===== src/rtl/xor_eval_sequencer.sv =====
// Test-vector sequencer and scorer wrapped around a fixed-latency XOR network.
// Buffers labelled vectors, drives one at a time, captures and scores the prediction.
module xor_eval_sequencer #(
  parameter int unsigned INPUT_WIDTH  = 2,
  parameter int unsigned OUTPUT_WIDTH = 1,
  parameter int unsigned FIFO_DEPTH   = 4,
  parameter int unsigned NN_LATENCY   = 1,
  parameter int unsigned COUNT_WIDTH  = 16
) (
  input  logic                    clk,
  input  logic                    reset,
  input  logic                    s_valid,
  output logic                    s_ready,
  input  logic [INPUT_WIDTH-1:0]  s_data,
  input  logic [OUTPUT_WIDTH-1:0] s_label,
  input  logic                    s_last,
  output logic [INPUT_WIDTH-1:0]  nn_input_data,
  input  logic [OUTPUT_WIDTH-1:0] nn_prediction_data,
  output logic                    m_valid,
  input  logic                    m_ready,
  output logic [OUTPUT_WIDTH-1:0] m_prediction,
  output logic                    m_correct,
  output logic [COUNT_WIDTH-1:0]  total_count,
  output logic [COUNT_WIDTH-1:0]  correct_count,
  output logic                    done
);

  localparam int unsigned PTR_W  = (FIFO_DEPTH > 1) ? $clog2(FIFO_DEPTH) : 1;
  localparam int unsigned CNT_W  = PTR_W + 1;
  localparam int unsigned ENT_W  = INPUT_WIDTH + OUTPUT_WIDTH + 1;
  localparam int unsigned WAIT_W = $clog2(NN_LATENCY + 1);

  typedef enum logic [1:0] {
    ST_IDLE,
    ST_WAIT,
    ST_RESULT,
    ST_DONE
  } state_e;

  state_e                  state_q;
  logic [ENT_W-1:0]        mem_q [FIFO_DEPTH];
  logic [PTR_W-1:0]        wr_ptr_q;
  logic [PTR_W-1:0]        rd_ptr_q;
  logic [CNT_W-1:0]        count_q;
  logic [INPUT_WIDTH-1:0]  nn_in_q;
  logic [OUTPUT_WIDTH-1:0] label_q;
  logic                    last_q;
  logic [WAIT_W-1:0]       wait_cnt_q;
  logic                    m_valid_q;
  logic [OUTPUT_WIDTH-1:0] m_pred_q;
  logic                    m_correct_q;
  logic [COUNT_WIDTH-1:0]  total_q;
  logic [COUNT_WIDTH-1:0]  correct_q;
  logic                    done_q;

  logic                    full_c;
  logic                    empty_c;
  logic                    push_c;
  logic                    pop_c;
  logic [ENT_W-1:0]        head_c;
  logic [INPUT_WIDTH-1:0]  head_data_c;
  logic [OUTPUT_WIDTH-1:0] head_label_c;
  logic                    head_last_c;
  logic                    pred_ok_c;

  // Ready comes straight from registered occupancy/state; a pop never bypasses full.
  assign full_c  = (count_q == CNT_W'(FIFO_DEPTH));
  assign empty_c = (count_q == '0);
  assign s_ready = !full_c && (state_q != ST_DONE);
  assign push_c  = s_valid && s_ready;
  assign pop_c   = (state_q == ST_IDLE) && !empty_c;

  assign head_c = mem_q[rd_ptr_q];
  assign {head_data_c, head_label_c, head_last_c} = head_c;
  assign pred_ok_c = (nn_prediction_data == label_q);

  always_ff @(posedge clk) begin
    if (push_c) begin
      mem_q[wr_ptr_q] <= {s_data, s_label, s_last};
    end
  end

  // FIFO pointers and occupancy; simultaneous push and pop leave the count unchanged.
  always_ff @(posedge clk) begin
    if (reset) begin
      wr_ptr_q <= '0;
      rd_ptr_q <= '0;
      count_q  <= '0;
    end else begin
      if (push_c) wr_ptr_q <= wr_ptr_q + PTR_W'(1);
      if (pop_c)  rd_ptr_q <= rd_ptr_q + PTR_W'(1);
      case ({push_c, pop_c})
        2'b10:   count_q <= count_q + CNT_W'(1);
        2'b01:   count_q <= count_q - CNT_W'(1);
        default: count_q <= count_q;
      endcase
    end
  end

  always_ff @(posedge clk) begin
    if (reset) begin
      state_q     <= ST_IDLE;
      nn_in_q     <= '0;
      label_q     <= '0;
      last_q      <= 1'b0;
      wait_cnt_q  <= '0;
      m_valid_q   <= 1'b0;
      m_pred_q    <= '0;
      m_correct_q <= 1'b0;
      total_q     <= '0;
      correct_q   <= '0;
      done_q      <= 1'b0;
    end else begin
      case (state_q)
        ST_IDLE: begin
          if (pop_c) begin
            nn_in_q    <= head_data_c;
            label_q    <= head_label_c;
            last_q     <= head_last_c;
            wait_cnt_q <= WAIT_W'(NN_LATENCY);
            state_q    <= ST_WAIT;
          end
        end
        ST_WAIT: begin
          if (wait_cnt_q != '0) begin
            wait_cnt_q <= wait_cnt_q - WAIT_W'(1);
          end else begin
            m_pred_q    <= nn_prediction_data;
            m_correct_q <= pred_ok_c;
            m_valid_q   <= 1'b1;
            // Score counters saturate instead of wrapping.
            if (total_q != '1) total_q <= total_q + COUNT_WIDTH'(1);
            if (pred_ok_c && (correct_q != '1)) correct_q <= correct_q + COUNT_WIDTH'(1);
            state_q     <= ST_RESULT;
          end
        end
        ST_RESULT: begin
          if (m_ready) begin
            m_valid_q <= 1'b0;
            if (last_q) begin
              done_q  <= 1'b1;
              state_q <= ST_DONE;
            end else begin
              state_q <= ST_IDLE;
            end
          end
        end
        ST_DONE: begin
          state_q <= ST_DONE;
        end
        default: begin
          state_q <= ST_IDLE;
        end
      endcase
    end
  end

  assign nn_input_data = nn_in_q;
  assign m_valid       = m_valid_q;
  assign m_prediction  = m_pred_q;
  assign m_correct     = m_correct_q;
  assign total_count   = total_q;
  assign correct_count = correct_q;
  assign done          = done_q;

endmodule


===== config.mk =====
export PLATFORM = sky130hd
export DESIGN_NAME = xor_eval_sequencer
export DESIGN_NICKNAME = d
export VERILOG_FILES = /design/src/rtl/xor_eval_sequencer.sv
export SDC_FILE = /design/constraint.sdc
export NUM_CORES = 1
export LEC_CHECK = 0
export CORE_ASPECT_RATIO = 0.7
export CORE_MARGIN = 1.5
export CORE_UTILIZATION = 53
export CTS_CLUSTER_DIAMETER = 100
export CTS_CLUSTER_SIZE = 20
export DETAILED_ROUTE_END_ITERATION = 10
export PLACE_DENSITY_LB_ADDON = 0.05
export SYNTH_ARGS = -nofsm -noshare
export SYNTH_HDL_FRONTEND = slang
export SYNTH_SLANG_ARGS = --single-unit

===== constraint.sdc =====
create_clock -name clk -period 2.78 [get_ports clk]
set_input_delay 0.556 -clock clk [delete_from_list [all_inputs] [get_ports clk]]
set_output_delay 0.556 -clock clk [all_outputs]
set_load 0.02 [all_outputs]

==> impl.org <==
** Status
- The run finished with clean final reports.

** Power and ir drop
- Power spread over the standard cell area amounts to 706 nW/um^2.
- Overall power consumption after layout is estimated at 2.73 mW.
- The analysis attributes to cell leakage a power of 1.28 nW.
- IR analysis of the VDD net gives a maximum drop of 492 uV.

** Yosys
- After synthesis, the most frequently instantiated cells are sky130_fd_sc_hd__dfxtp_1 (50), sky130_fd_sc_hd__nor2_1 (30), sky130_fd_sc_hd__a21oi_1 (22).
- After synthesis the netlist holds a flip-flop and latch count of 66.
- Async set-or-reset flop fraction in the synthesized netlist :: 0%
- Synthesis produced a netlist whose cell count is 315.
- Post-synthesis instance area :: 3100 um^2
- Post-synthesis net count :: 332
- The average instance in the mapped netlist occupies 9.83 um^2.
- Leading cell type by number of instances after synthesis :: sky130_fd_sc_hd__dfxtp_1
- Part of the Yosys area used for sequential elements :: 47.8%
- Of all cell types, the one taking the most synthesized area is sky130_fd_sc_hd__dfxtp_1.
- EDFF count, synth :: 16
- Summed over its instances, the top area cell type makes up 32.3% of the synthesized netlist area.
- Yosys Warn Count :: 0
- In this run, distinct cell masters in the synthesized netlist total 45.
- Dominant cells by area after synthesis :: sky130_fd_sc_hd__dfxtp_1 (32%), sky130_fd_sc_hd__edfxtp_1 (16%), sky130_fd_sc_hd__nor2_1 (3.6%)
- In the synthesized netlist the dominant register cell turns out to be sky130_fd_sc_hd__dfxtp_1.

** GRT
- Global-route wire length before repair :: 10500 um
- Vias in the first global route :: 2227
- Global routing used 22.1% of the available tracks across all layers.
- Summed over all layers, the global routing overflow is 0.
- Entering global routing, the biggest net connects 33 pins.
- The number of antenna violations at the first check in global routing is 0.

** Clock tree
- Root buffer cell :: sky130_fd_sc_hd__clkbuf_8
- TritonCTS Sinks :: 66
- Maximum number of buffers from clock root to sink :: 2
- TritonCTS built the clock tree.
- Clk_lat worst skew :: 350 ps
- Once the clock tree was built, the setup fixing pass inserted 0 buffers.
- Clock-pin slew was measured on the worst setup and hold paths at 70 ps.
- CTS Buf Count :: 9
- CTS Hold Buffers Added :: 0
- Number of gates resized after CTS :: 0
- CTS built an H-tree with a depth of 3.

** Job
- Max-cap viol count :: 0

** Min path
- Hold Crit Start :: m_correct
- End point of the worst hold path :: m_correct
- The min-delay analysis places its worst path in the category flop to flop.
- The worst hold path was traced through 2 stages.

** Layout
- The repair_antennas step left the layout with diodes totalling 0.
- From synthesis to final layout, the design area changed by 24.8%.
- Number of nets at the end of the flow :: 384
- Non-filler instance count after layout :: 447
- The filler cells instantiated in the layout total 463.
- Fraction of layout cells with a size suffix above 1 :: 11.3%
- Post-layout util :: 68.2%

** Worst setup path
- The startpoint identified for the worst register-to-register timing path is state_q[0].
- In this run the worst path has a maximum fanout of 12.
- Depth of the most critical reg-to-reg path :: 4
- The critical path is of the flop to flop type.
- The worst setup path is launched from a flop.
- In this run the register-to-register setup slack is 420 ps.
- For the worst setup path, the data arrival time is 2630 ps.
- FF-to-FF End :: total_count[15]
- The worst setup path is captured at a flop.
- Required time of the critical path :: 3050 ps

** Route
- In this run the remaining antenna-violating nets after routing total 0.
- Starting DRT DRC Count :: 141
- First-pass iteration count of the detailed router :: 4
- Final routed wirelength across all metal layers :: 6470 um
- DRC violation count after routing :: 0
- In the routed layout, each cell is associated on average with a via count of 5.76.
- The detailed router placed 2573 vias in this run.
- Post-DR wirelength/cell :: 14.5 um

** STA
- Setup violations remaining at the end of the flow were counted as 0.
- Headroom to the max-slew limit came out at 52.3%.
- Final worst path period share :: 84.8%
- The number of max-slew violations in the final report came to 0.
- Count of endpoints failing hold in the final timing report :: 0
- Worst Tran Pin Value :: 709 ps
- Setup slack on the critical path of the routed design comes to 423 ps.
- Adding up every negative setup slack in the final design gives 0 ps.
- Unrepaired setup endpoints after global routing :: false
- Fmax :: 424 MHz
- For the finished layout, the period the worst path requires is 2360 ps.
- Clock skew on the completed layout was measured at 7.88 ps.

** Floorplanning
- In this run the core area contains 23 standard-cell rows.
- The core region is 5670 um^2.
- Overall die area :: 6320 um^2
- The die is 67.0 um tall.
- 48 I/O pins were placed.
- The die is 94.4 um wide.
- Effective utilization at floorplan :: 54.6%

** Placed design
- Post-Place Worst Slack :: 280 ps
- Gpl congestion :: 0.835
- After detailed placement, the design holds a cell count of 431.
- # port buffers :: 47
- The HPWL after detailed placement is 4580 um.
## per-stage QoR
stage          hold WS, ps  cell area (um^2)
6_report               465              3860
5_1_grt                488              3860
4_1_cts                466              3860
2_1_floorplan          477              3100
3_5_place_dp           457              3670
3_3_place_gp           454              3670
## power breakdown
| part | internal (mW) | switching (mW) | total, mW | leakage, nW |
|---|---|---|---|---|
| combinational | 0.349 | 0.356 | 0.705 | 0.626 |
| clock | 0.430 | 0.360 | 0.790 | 0.0995 |
| sequential | 1.11 | 0.123 | 1.23 | 0.552 |
| total | 1.89 | 0.839 | 2.73 | 1.28 |
## worst max-delay path, cell delays in order, from the launching register on
cell,delay (ps)
sky130_fd_sc_hd__dfxtp_1,530
sky130_fd_sc_hd__or3b_4,460
sky130_fd_sc_hd__or4_1,630
sky130_fd_sc_hd__or4_1,510
sky130_fd_sc_hd__a21oi_1,150
## routing by layer
layer / vias up / track usage (%) / part of all wire, %
met2: 63 / 31.9 / 42
li1: 1290 / - / -
met5: - / 0 / 0
met3: 10 / 8.33 / 4.6
met4: 0 / 6.72 / 1.4
met1: 1210 / 30.6 / 52
## how the worst max path moves through the flow
stage                        to                from  slack (ps)  depth (start not counted)
2_1_floorplan        count_q[2]          state_q[1]         260                          8
6_report        total_count[15]          state_q[0]         420                          4
3_5_place_dp   correct_count[7]  nn_prediction_data         280                          5
4_1_cts         total_count[15]          state_q[0]         430                          4
5_1_grt         total_count[15]          state_q[0]         340                          4
3_3_place_gp   correct_count[7]  nn_prediction_data         310                          5
## placed cells by master, fill, tap and decap left out, drive strengths merged, types with 3 or more instances in the layout
master / Yosys / final
buf: 3 / 8
nor4: 4 / 4
nand3: 10 / 10
ha: 7 / 7
mux2i: 6 / 6
nor2: 30 / 30
nor2b: 9 / 9
clkdlybuf4s50: 0 / 46
or4: 9 / 9
mux4: 4 / 4
xnor2: 4 / 4
nor3: 9 / 9
dfxtp: 50 / 50
mux2: 9 / 9
clkinv: 0 / 4
o31ai: 9 / 9
nand2: 18 / 18
clkbuf: 10 / 10
o21ai: 12 / 12
and4: 5 / 5
or3: 7 / 7
inv: 16 / 16
edfxtp: 16 / 16
and2: 5 / 5
nor3b: 3 / 3
o41ai: 5 / 5
a21oi: 22 / 22
nand4: 9 / 9
o311ai: 5 / 5
## cell families (layout without fill, tap and decap cells)
logic type	count (synthesis)	after routing	synth area share (%)
fa+ha+maj	8	8	3.47
compound gates	62	62	12.9
flops	66	66	47.8
buf+inv	29	86	3.56
mux	19	19	8.12
xor+xnor	6	6	1.70
simple gates	125	125	22.4
## layout make-up
type	instances	area (um^2)	share of cell area (%)
Clock buffer	10	138	3.56
Inverter	16	60.1	1.55
Sequential cell	66	1480	38.3
Clock inverter	6	56.3	1.46
Tap cell	75	93.8	2.43
Multi-Input combinational cell	220	1510	38.9
Timing Repair Buffer	54	531	13.7
## sequential cells by signal, summed over array words and instances (netlist names)
name / flops
correct_count: 16
wr_ptr_q: 2
count_q: 3
nn_input_data: 2
state_q: 2
mem_q: 16
m_prediction: 1
label_q: 1
last_q: 1
m_valid: 1
rd_ptr_q: 2
wait_cnt_q: 1
total_count: 16
done: 1
m_correct: 1
Note: power is estimated with default switching activity, not from simulation.
